<file path="src/rtl/stage2_decode.sv">
// rtl/stage2_decode.sv - ID stage: register file, immediate decode, load-use stall, ID/EX latch
module stage2_decode #(
    parameter int          XLEN     = 32,
    parameter int          NREGS    = 32,
    parameter logic [31:0] NOP_INSN = 32'h00000013
) (
    input  logic                       clk,
    input  logic                       reset,
    input  logic [1:0][XLEN-1:0]       if_id,
    input  logic                       flush,
    input  logic                       wb_en,
    input  logic [$clog2(NREGS)-1:0]   wb_rd,
    input  logic [XLEN-1:0]            wb_data,
    output logic [4:0][XLEN-1:0]       id_ex,
    output logic                       stall
);
    localparam int IDXW = $clog2(NREGS);

    localparam logic [6:0] OP_LOAD  = 7'b0000011;
    localparam logic [6:0] OP_IMM   = 7'b0010011;
    localparam logic [6:0] OP_JALR  = 7'b1100111;
    localparam logic [6:0] OP_STORE = 7'b0100011;
    localparam logic [6:0] OP_BR    = 7'b1100011;
    localparam logic [6:0] OP_LUI   = 7'b0110111;
    localparam logic [6:0] OP_AUIPC = 7'b0010111;
    localparam logic [6:0] OP_JAL   = 7'b1101111;
    localparam logic [6:0] OP_REG   = 7'b0110011;

    logic [XLEN-1:0] regs [NREGS];

    logic [XLEN-1:0] ir;
    logic [6:0]      opcode;
    logic [IDXW-1:0] rs1, rs2;
    logic [XLEN-1:0] imm, rs1_val, rs2_val;
    logic            uses_rs1, uses_rs2;
    logic            wb_commit;
    logic [6:0]      ex_opcode;
    logic [IDXW-1:0] ex_rd;

    assign ir        = if_id[0];
    assign opcode    = ir[6:0];
    assign rs1       = ir[15 +: IDXW];
    assign rs2       = ir[20 +: IDXW];
    assign wb_commit = wb_en && (wb_rd != '0);

    always_comb begin
        imm = '0;
        case (opcode)
            OP_IMM, OP_LOAD, OP_JALR: imm = {{(XLEN-12){ir[31]}}, ir[31:20]};
            OP_STORE:                 imm = {{(XLEN-12){ir[31]}}, ir[31:25], ir[11:7]};
            OP_BR:                    imm = {{(XLEN-12){ir[31]}}, ir[7], ir[30:25], ir[11:8], 1'b0};
            OP_LUI, OP_AUIPC:         imm = XLEN'({ir[31:12], 12'b0});
            OP_JAL:                   imm = {{(XLEN-20){ir[31]}}, ir[19:12], ir[20], ir[30:21], 1'b0};
            default:                  imm = '0;
        endcase
    end

    // Writeback bypass lets a same-cycle write be seen by the instruction being decoded.
    always_comb begin
        rs1_val = '0;
        rs2_val = '0;
        if (rs1 != '0) rs1_val = (wb_commit && wb_rd == rs1) ? wb_data : regs[rs1];
        if (rs2 != '0) rs2_val = (wb_commit && wb_rd == rs2) ? wb_data : regs[rs2];
    end

    assign uses_rs1 = !(opcode == OP_LUI || opcode == OP_AUIPC || opcode == OP_JAL);
    assign uses_rs2 = (opcode == OP_REG || opcode == OP_STORE || opcode == OP_BR);

    assign ex_opcode = id_ex[0][6:0];
    assign ex_rd     = id_ex[0][7 +: IDXW];

    always_comb begin
        stall = 1'b0;
        if (!reset && !flush && ex_opcode == OP_LOAD && ex_rd != '0)
            stall = (uses_rs1 && ex_rd == rs1) || (uses_rs2 && ex_rd == rs2);
    end

    always_ff @(posedge clk) begin
        if (reset) begin
            for (int i = 0; i < NREGS; i++) regs[i] <= '0;
            id_ex <= {{(4*XLEN){1'b0}}, XLEN'(NOP_INSN)};
        end else begin
            if (wb_commit) regs[wb_rd] <= wb_data;
            if (flush || stall)
                id_ex <= {{(4*XLEN){1'b0}}, XLEN'(NOP_INSN)};
            else
                id_ex <= {imm, rs2_val, rs1_val, if_id[1], ir};
        end
    end
endmodule

</file>
<file path="config.mk">
export PLATFORM = sky130hd
export DESIGN_NAME = stage2_decode
export DESIGN_NICKNAME = d
export VERILOG_FILES = /design/src/rtl/stage2_decode.sv
export SDC_FILE = /design/constraint.sdc
export NUM_CORES = 2
export LEC_CHECK = 0
export CAP_MARGIN = 40
export CORE_MARGIN = 2
export CORE_UTILIZATION = 60
export CTS_BUF_LIST = sky130_fd_sc_hd__clkbuf_16
export DETAILED_ROUTE_END_ITERATION = 12
export DONT_BUFFER_PORTS = 1
export PLACE_DENSITY = 0.72
export SYNTH_ARGS = -nofsm -noshare
export SYNTH_HDL_FRONTEND = slang
export SYNTH_SLANG_ARGS = --single-unit
</file>
<file path="constraint.sdc">
create_clock -name clk -period 5.8 [get_ports clk]
set_input_delay 0.58 -clock clk [delete_from_list [all_inputs] [get_ports clk]]
set_output_delay 0.58 -clock clk [all_outputs]
set_load 0.05 [all_outputs]
</file>
Yosys cells after proc, flatten, opt, wreduce, memory -nomap -nowiden:

Memories as Yosys holds them, arrays and structs flattened. A register that Yosys moved wholly into a read port is not among the register bits.
Cells that the tools add are included.

* reductions and logical operators: 25
* bitwise gates (word level): 2
* muxes and demuxes: 10
* equal/unequal tests: 12

Operator list (count)
* $pmux 32 s5: 1
* $mux 32: 1
* $reduce_or 32->1: 1
* $eq 7x6->1 const B: 3
* $eq 7x7->1 const B: 3
* $reduce_bool 5->1: 4
* $eq 7x2->1 const B: 2
* $eq 7x5->1 const B: 2
* $eq 5x5->1: 2
* $reduce_or 3->1: 3
* $mux 1: 7
* $logic_and 1x1->1: 6
* $logic_or 1x1->1: 6
* $mux 5: 1
* $reduce_or 2->1: 2
* $logic_not 1->1: 3
* $not 1->1: 2

* memories: 1
* bits in registers: 96
* memory bits (writable): 1024
* output and inout bits: 161
* logic and storage cells: 53

Memories
* regs: depth 32, bits a word 32, rd ports 2, clocked after memory_dff 2, write ports 32, RTL line 29 `logic [XLEN-1:0] regs [NREGS];`

Longest topological paths before layout:

* word-level depth: 9
* gate-level depth with buffers: 9
* depth with buffers taken out: 7

Worst setup path before layout:

Ideal clock, no wire load.

* path kind: input port to output port
* start point: in if_id[6] (netlist name)
* end point: out stall
* data arrival time: 1.959 ns
* slack: 3.261 ns
* stages: 6
* cell sequence: buf_4 -> nand4b_1 -> nor2_1 -> or4_1 -> a211o_1 -> inv_2

* longest elaborated chain between the ends: 7

RTL lines
* start, declared: RTL line 9 `input logic [1:0][XLEN-1:0] if_id,`
* $eq 7x6->1 / $eq 7x5->1 (equally long branches): RTL line 66 `assign uses_rs1 = !(opcode == OP_LUI || opcode == OP_AUIPC || opcode == OP_JAL);`
* $logic_or 1x1->1 (2 in series): RTL line 66
* $logic_not 1->1: RTL line 66
* $logic_and 1x1->1: RTL line 75 `stall = (uses_rs1 && ex_rd == rs1) || (uses_rs2 && ex_rd == rs2);`
* $logic_or 1x1->1 (*): RTL line 75
* $mux 1 (*): RTL line 74 `if (!reset && !flush && ex_opcode == OP_LOAD && ex_rd != '0)`
* end, declared: RTL line 15 `output logic stall`

Mark *: on every way between the ends. The rest lies on a longest branch, timed or not.

Final worst setup path:

* start point: reg id_ex[8] (netlist name)
* end point: out stall

* longest elaborated chain between the ends: 4

RTL lines
* start, declared: RTL line 14 `output logic [4:0][XLEN-1:0] id_ex,`
* start signal, assigned: RTL line 81 `id_ex <= {{(4*XLEN){1'b0}}, XLEN'(NOP_INSN)};`
* start signal, assigned: RTL line 85 `id_ex <= {{(4*XLEN){1'b0}}, XLEN'(NOP_INSN)};`
* start signal, assigned: RTL line 87 `id_ex <= {imm, rs2_val, rs1_val, if_id[1], ir};`
* $eq 5x5->1: RTL line 75
* $logic_and 1x1->1: RTL line 75
* $logic_or 1x1->1: RTL line 75
* $mux 1 (*): RTL line 74

Marked as above.

==> out/metrics.csv <==
stage,metric,value,unit
logic_synthesis,"EDFF count, synth",1024,
floorplan,Die Height,319,µm
route,count of routing violations after the opening detailed-route iteration,6042,
logic_synthesis,sequential fraction of the synthesis area,57.1,%
logic_synthesis,multiplexer share of the synthesized area,23.7,%
place,DP HPWL,120,mm
floorplan,die extent in x,319,µm
timing,Final period util,68.5,%
logic_synthesis,post-synthesis share of cell area spent on xor and xnor gates,0.295,%
logic_synthesis,most common flop cell mapped by yosys,edfxtp_1,
critical_path,CP startpoint kind,flop,
critical_path,data arrival time at the worst-slack endpoint,3390,ps
timing,Fin Setup TNS,0,ps
logic_synthesis,number of synthesis warnings,0,
floorplan,initial standard-cell utilization of the core,60.5,%
route,Total Wirelength,195,mm
grt,wire length of the first global-routing pass,272,mm
clock_tree,maximum level of the CTS H-tree,4,
min_path,Min-Delay Path Class,in -> reg,
grt,number of global-route vias before repair,36168,
floorplan,Die ar.,0.102,mm²
timing,post-route clock skew,41.5,ps
run,max-cap violations,0,
pwr,Max rail drop VDD,0.000283,V
critical_path,required arrival time at the worst endpoint,5220,ps
timing,Worst Tran Pin Value,1020,ps
logic_synthesis,largest family of logic cells by synthesized area,multiplexers,
clock_tree,total clock buffers created by CTS,130,
logic_synthesis,number of distinct library cells after synthesis,49,
logic_synthesis,instance count of the mapped netlist,3922,
clock_tree,clock network latency to the later pin of the worst-skew pair,760,ps
cells_and_area,share of cells above drive strength 1,22.3,%
grt,GRT Resource Usage Total,38.4,%
clock_tree,number of buffers inserted by post-CTS setup repair,0,
floorplan,cell row count,115,
logic_synthesis,share of async-settable or async-resettable flops after synthesis,0,%
grt,largest net degree at the start of global routing,264,
clock_tree,CTS sink cnt,1184,
pwr,portion of total power attributed to sequential cells,50.2,%
floorplan,ports placed on the boundary,266,
place,# port buffers,0,
clock_tree,CTS Buffer Depth,3,
critical_path,endpoint type of the worst setup path,primary output,
route,detailed-route via count,36882,
timing,setup repair after global routing missed its margin,no,
cells_and_area,area delta synth->final,9.80,%
logic_synthesis,compound-cell area share of the yosys netlist,2.13,%
cells_and_area,most common library cell in the layout ignoring fill and taps,edfxtp_1,
pwr,switching power total,4.88,mW
critical_path,Critical Setup Path Class,reg -> out,
clock_tree,root cell of the clock tree,clkbuf_16,
route,Post-route DRC,0,
logic_synthesis,Synth Area in Adders,0,%
pwr,internal power consumption,15.3,mW
route,average routed wire per standard cell,37.4,µm
timing,Max Fclk,252,MHz
route,vias per std cell,7.08,
pwr,clock network power share,40.0,%
logic_synthesis,average size of a mapped cell,15.2,µm²
pwr,cell area power density,309,mW/mm²
timing,final-layout worst hold slack,25.4,ps
timing,final worst path period need,3970,ps
clock_tree,TritonCTS clock tree,yes,
route,detailed-router iteration count before antenna repair,8,
cells_and_area,Final nets,3920,
floorplan,floorplan core area,0.0983,mm²
timing,Final Max Tran Viols,0,
logic_synthesis,simple-gate area share of the yosys netlist,13.7,%
place,routability-driven placement congestion ratio,0.989,
critical_path,CP Max Fanout,65,
timing,remaining max-slew budget at the tightest pin,31.8,%
cells_and_area,fill cell total of the finished layout,6587,
run_status,status,finished clean,
timing,total count of hold-check failures in the final report,0,
cells_and_area,"commonest cells after routing, fill and taps aside","edfxtp_1 (1024), and2_1 (999), mux4_2 (538), mux2i_1 (194), dfxtp_1 (160)",
pwr,switching part of the total,24.2,%
pwr,reported leakage power,22.9,nW
grt,residual overflow from global routing,0,
timing,number of setup violations in the final report,0,
route,Routed Antenna Nets,0,
logic_synthesis,number of register bits inferred by synthesis,1184,
clock_tree,clock slew at the register clock pins of the worst setup and hold paths,60,ps
logic_synthesis,Syn Std Cell Area,0.0595,mm²
pwr,share of total power in combinational logic,9.7,%
grt,number of antenna violations at the first check in global routing,16,
clock_tree,post-CTS sizing,0,
## per-layer routing
layer | global-route usage [%] | routed length (µm) | vias up
met5 | 0 | 32 | -
met4 | 19.3 | 11300 | 6
met3 | 17.7 | 30600 | 451
met2 | 56.1 | 86500 | 2745
met1 | 48.6 | 66300 | 18975
li1 | - | - | 14705
## cell families (layout without fill, tap and decap cells)
kind of cell           after synthesis  after routing
XOR/XNOR                            20             20
AO/OA/AOI/OAI                      204            204
multiplexers                       737            737
flip-flops                        1184           1184
AND/OR/NAND/NOR                   1364           1364
buffers and inverters              412            375
other                                1             36
## critical path, stage by stage (launching register included)
cell	delay (ps)
dfxtp_1	770
xnor2_1	190
nand2_1	60
or4_1	470
a211o_2	730
inv_2	430
## final cells by class
type / instances / area (µm²) / area share (%)
Sequential cell: 1184 / 34000 / 52.0
Multi-Input combinational cell: 2357 / 24000 / 36.7
Clock buffer: 141 / 3530 / 5.40
Tap cell: 1287 / 1610 / 2.47
Timing Repair Buffer: 140 / 1600 / 2.46
Clock inverter: 92 / 604 / 0.925
Antenna cell: 4 / 10.0 / 0.0153
Inverter: 2 / 7.51 / 0.0115
## power groups by stage
stage | clock network [mW] | logic, mW | registers, mW
floorplan | 0 | 1.41 | 10.2
global placement | 0 | 1.73 | 10.3
detailed placement | 0 | 1.79 | 10.3
CTS | 8.10 | 1.85 | 10.1
global route | 8.44 | 1.97 | 10.2
finish | 8.09 | 1.97 | 10.1
## synth_stat cells, types with 5 or more instances
library cell  count  area (µm²)
nand2_1          31         116
buf_2            69         345
dfxtp_1         160        3200
edfxtp_1       1024       30700
or2_2            35         219
buf_4            36         270
xor2_1            9        78.8
o21ai_0           7        35.0
and3_1           62         388
a211oi_1         31         233
nor2_1          101         379
buf_1            35         131
buf_6             5        56.3
nand4_1           6        37.5
a21oi_1          55         275
mux2_2            5        56.3
o22ai_1          93         582
nor3_1           74         370
nand3b_1          6        45.0
nand3_1          10        50.1
and2_1          999        6250
clkbuf_1        264         991
mux4_2          538       12100
a21boi_0          9        67.6
xnor2_1          11        96.3
nor2b_1           6        37.5
mux2i_1         194        1940
nand2b_1         11        68.8
## final timing paths
path                                   from         to  slack [ps]  cells after the start
worst max register to register     id_ex[8]   id_ex[4]        2060                      7
worst min register to register  regs[4][30]  id_ex[94]        1060                      5
worst max-delay path               id_ex[8]      stall        1830                      5
worst min-delay path            wb_data[29]  id_ex[93]          30                      2
## flip-flops by register name (all words and copies together) (netlist names)
| register | cells |
|---|---|
| regs | 1024 |
| id_ex | 160 |
## repair_timing
item / CTS / global route
setup endpoints to repair: 0 / 0
hold buffers: 72 / 0
endpoints found under the hold margin: 119 / 0
## through the flow
| stage | power (mW) | setup WS [ps] | area, µm² | std cells | utilization (%) |
|---|---|---|---|---|---|
| after global routing | 20.6 | 1680 | 65300 | 5203 | 66.4 |
| final | 20.2 | 1830 | 65300 | 5207 | 66.4 |
| after global placement | 12.0 | 2010 | 59800 | 4859 | 60.8 |
| after CTS | 20.1 | 1860 | 65200 | 5186 | 66.3 |
| after detailed placement | 12.1 | 2180 | 60300 | 4881 | 61.3 |
| after floorplan | 11.6 | 3260 | 59600 | 3953 | - |
Note: power is estimated with default switching activity, not from simulation.
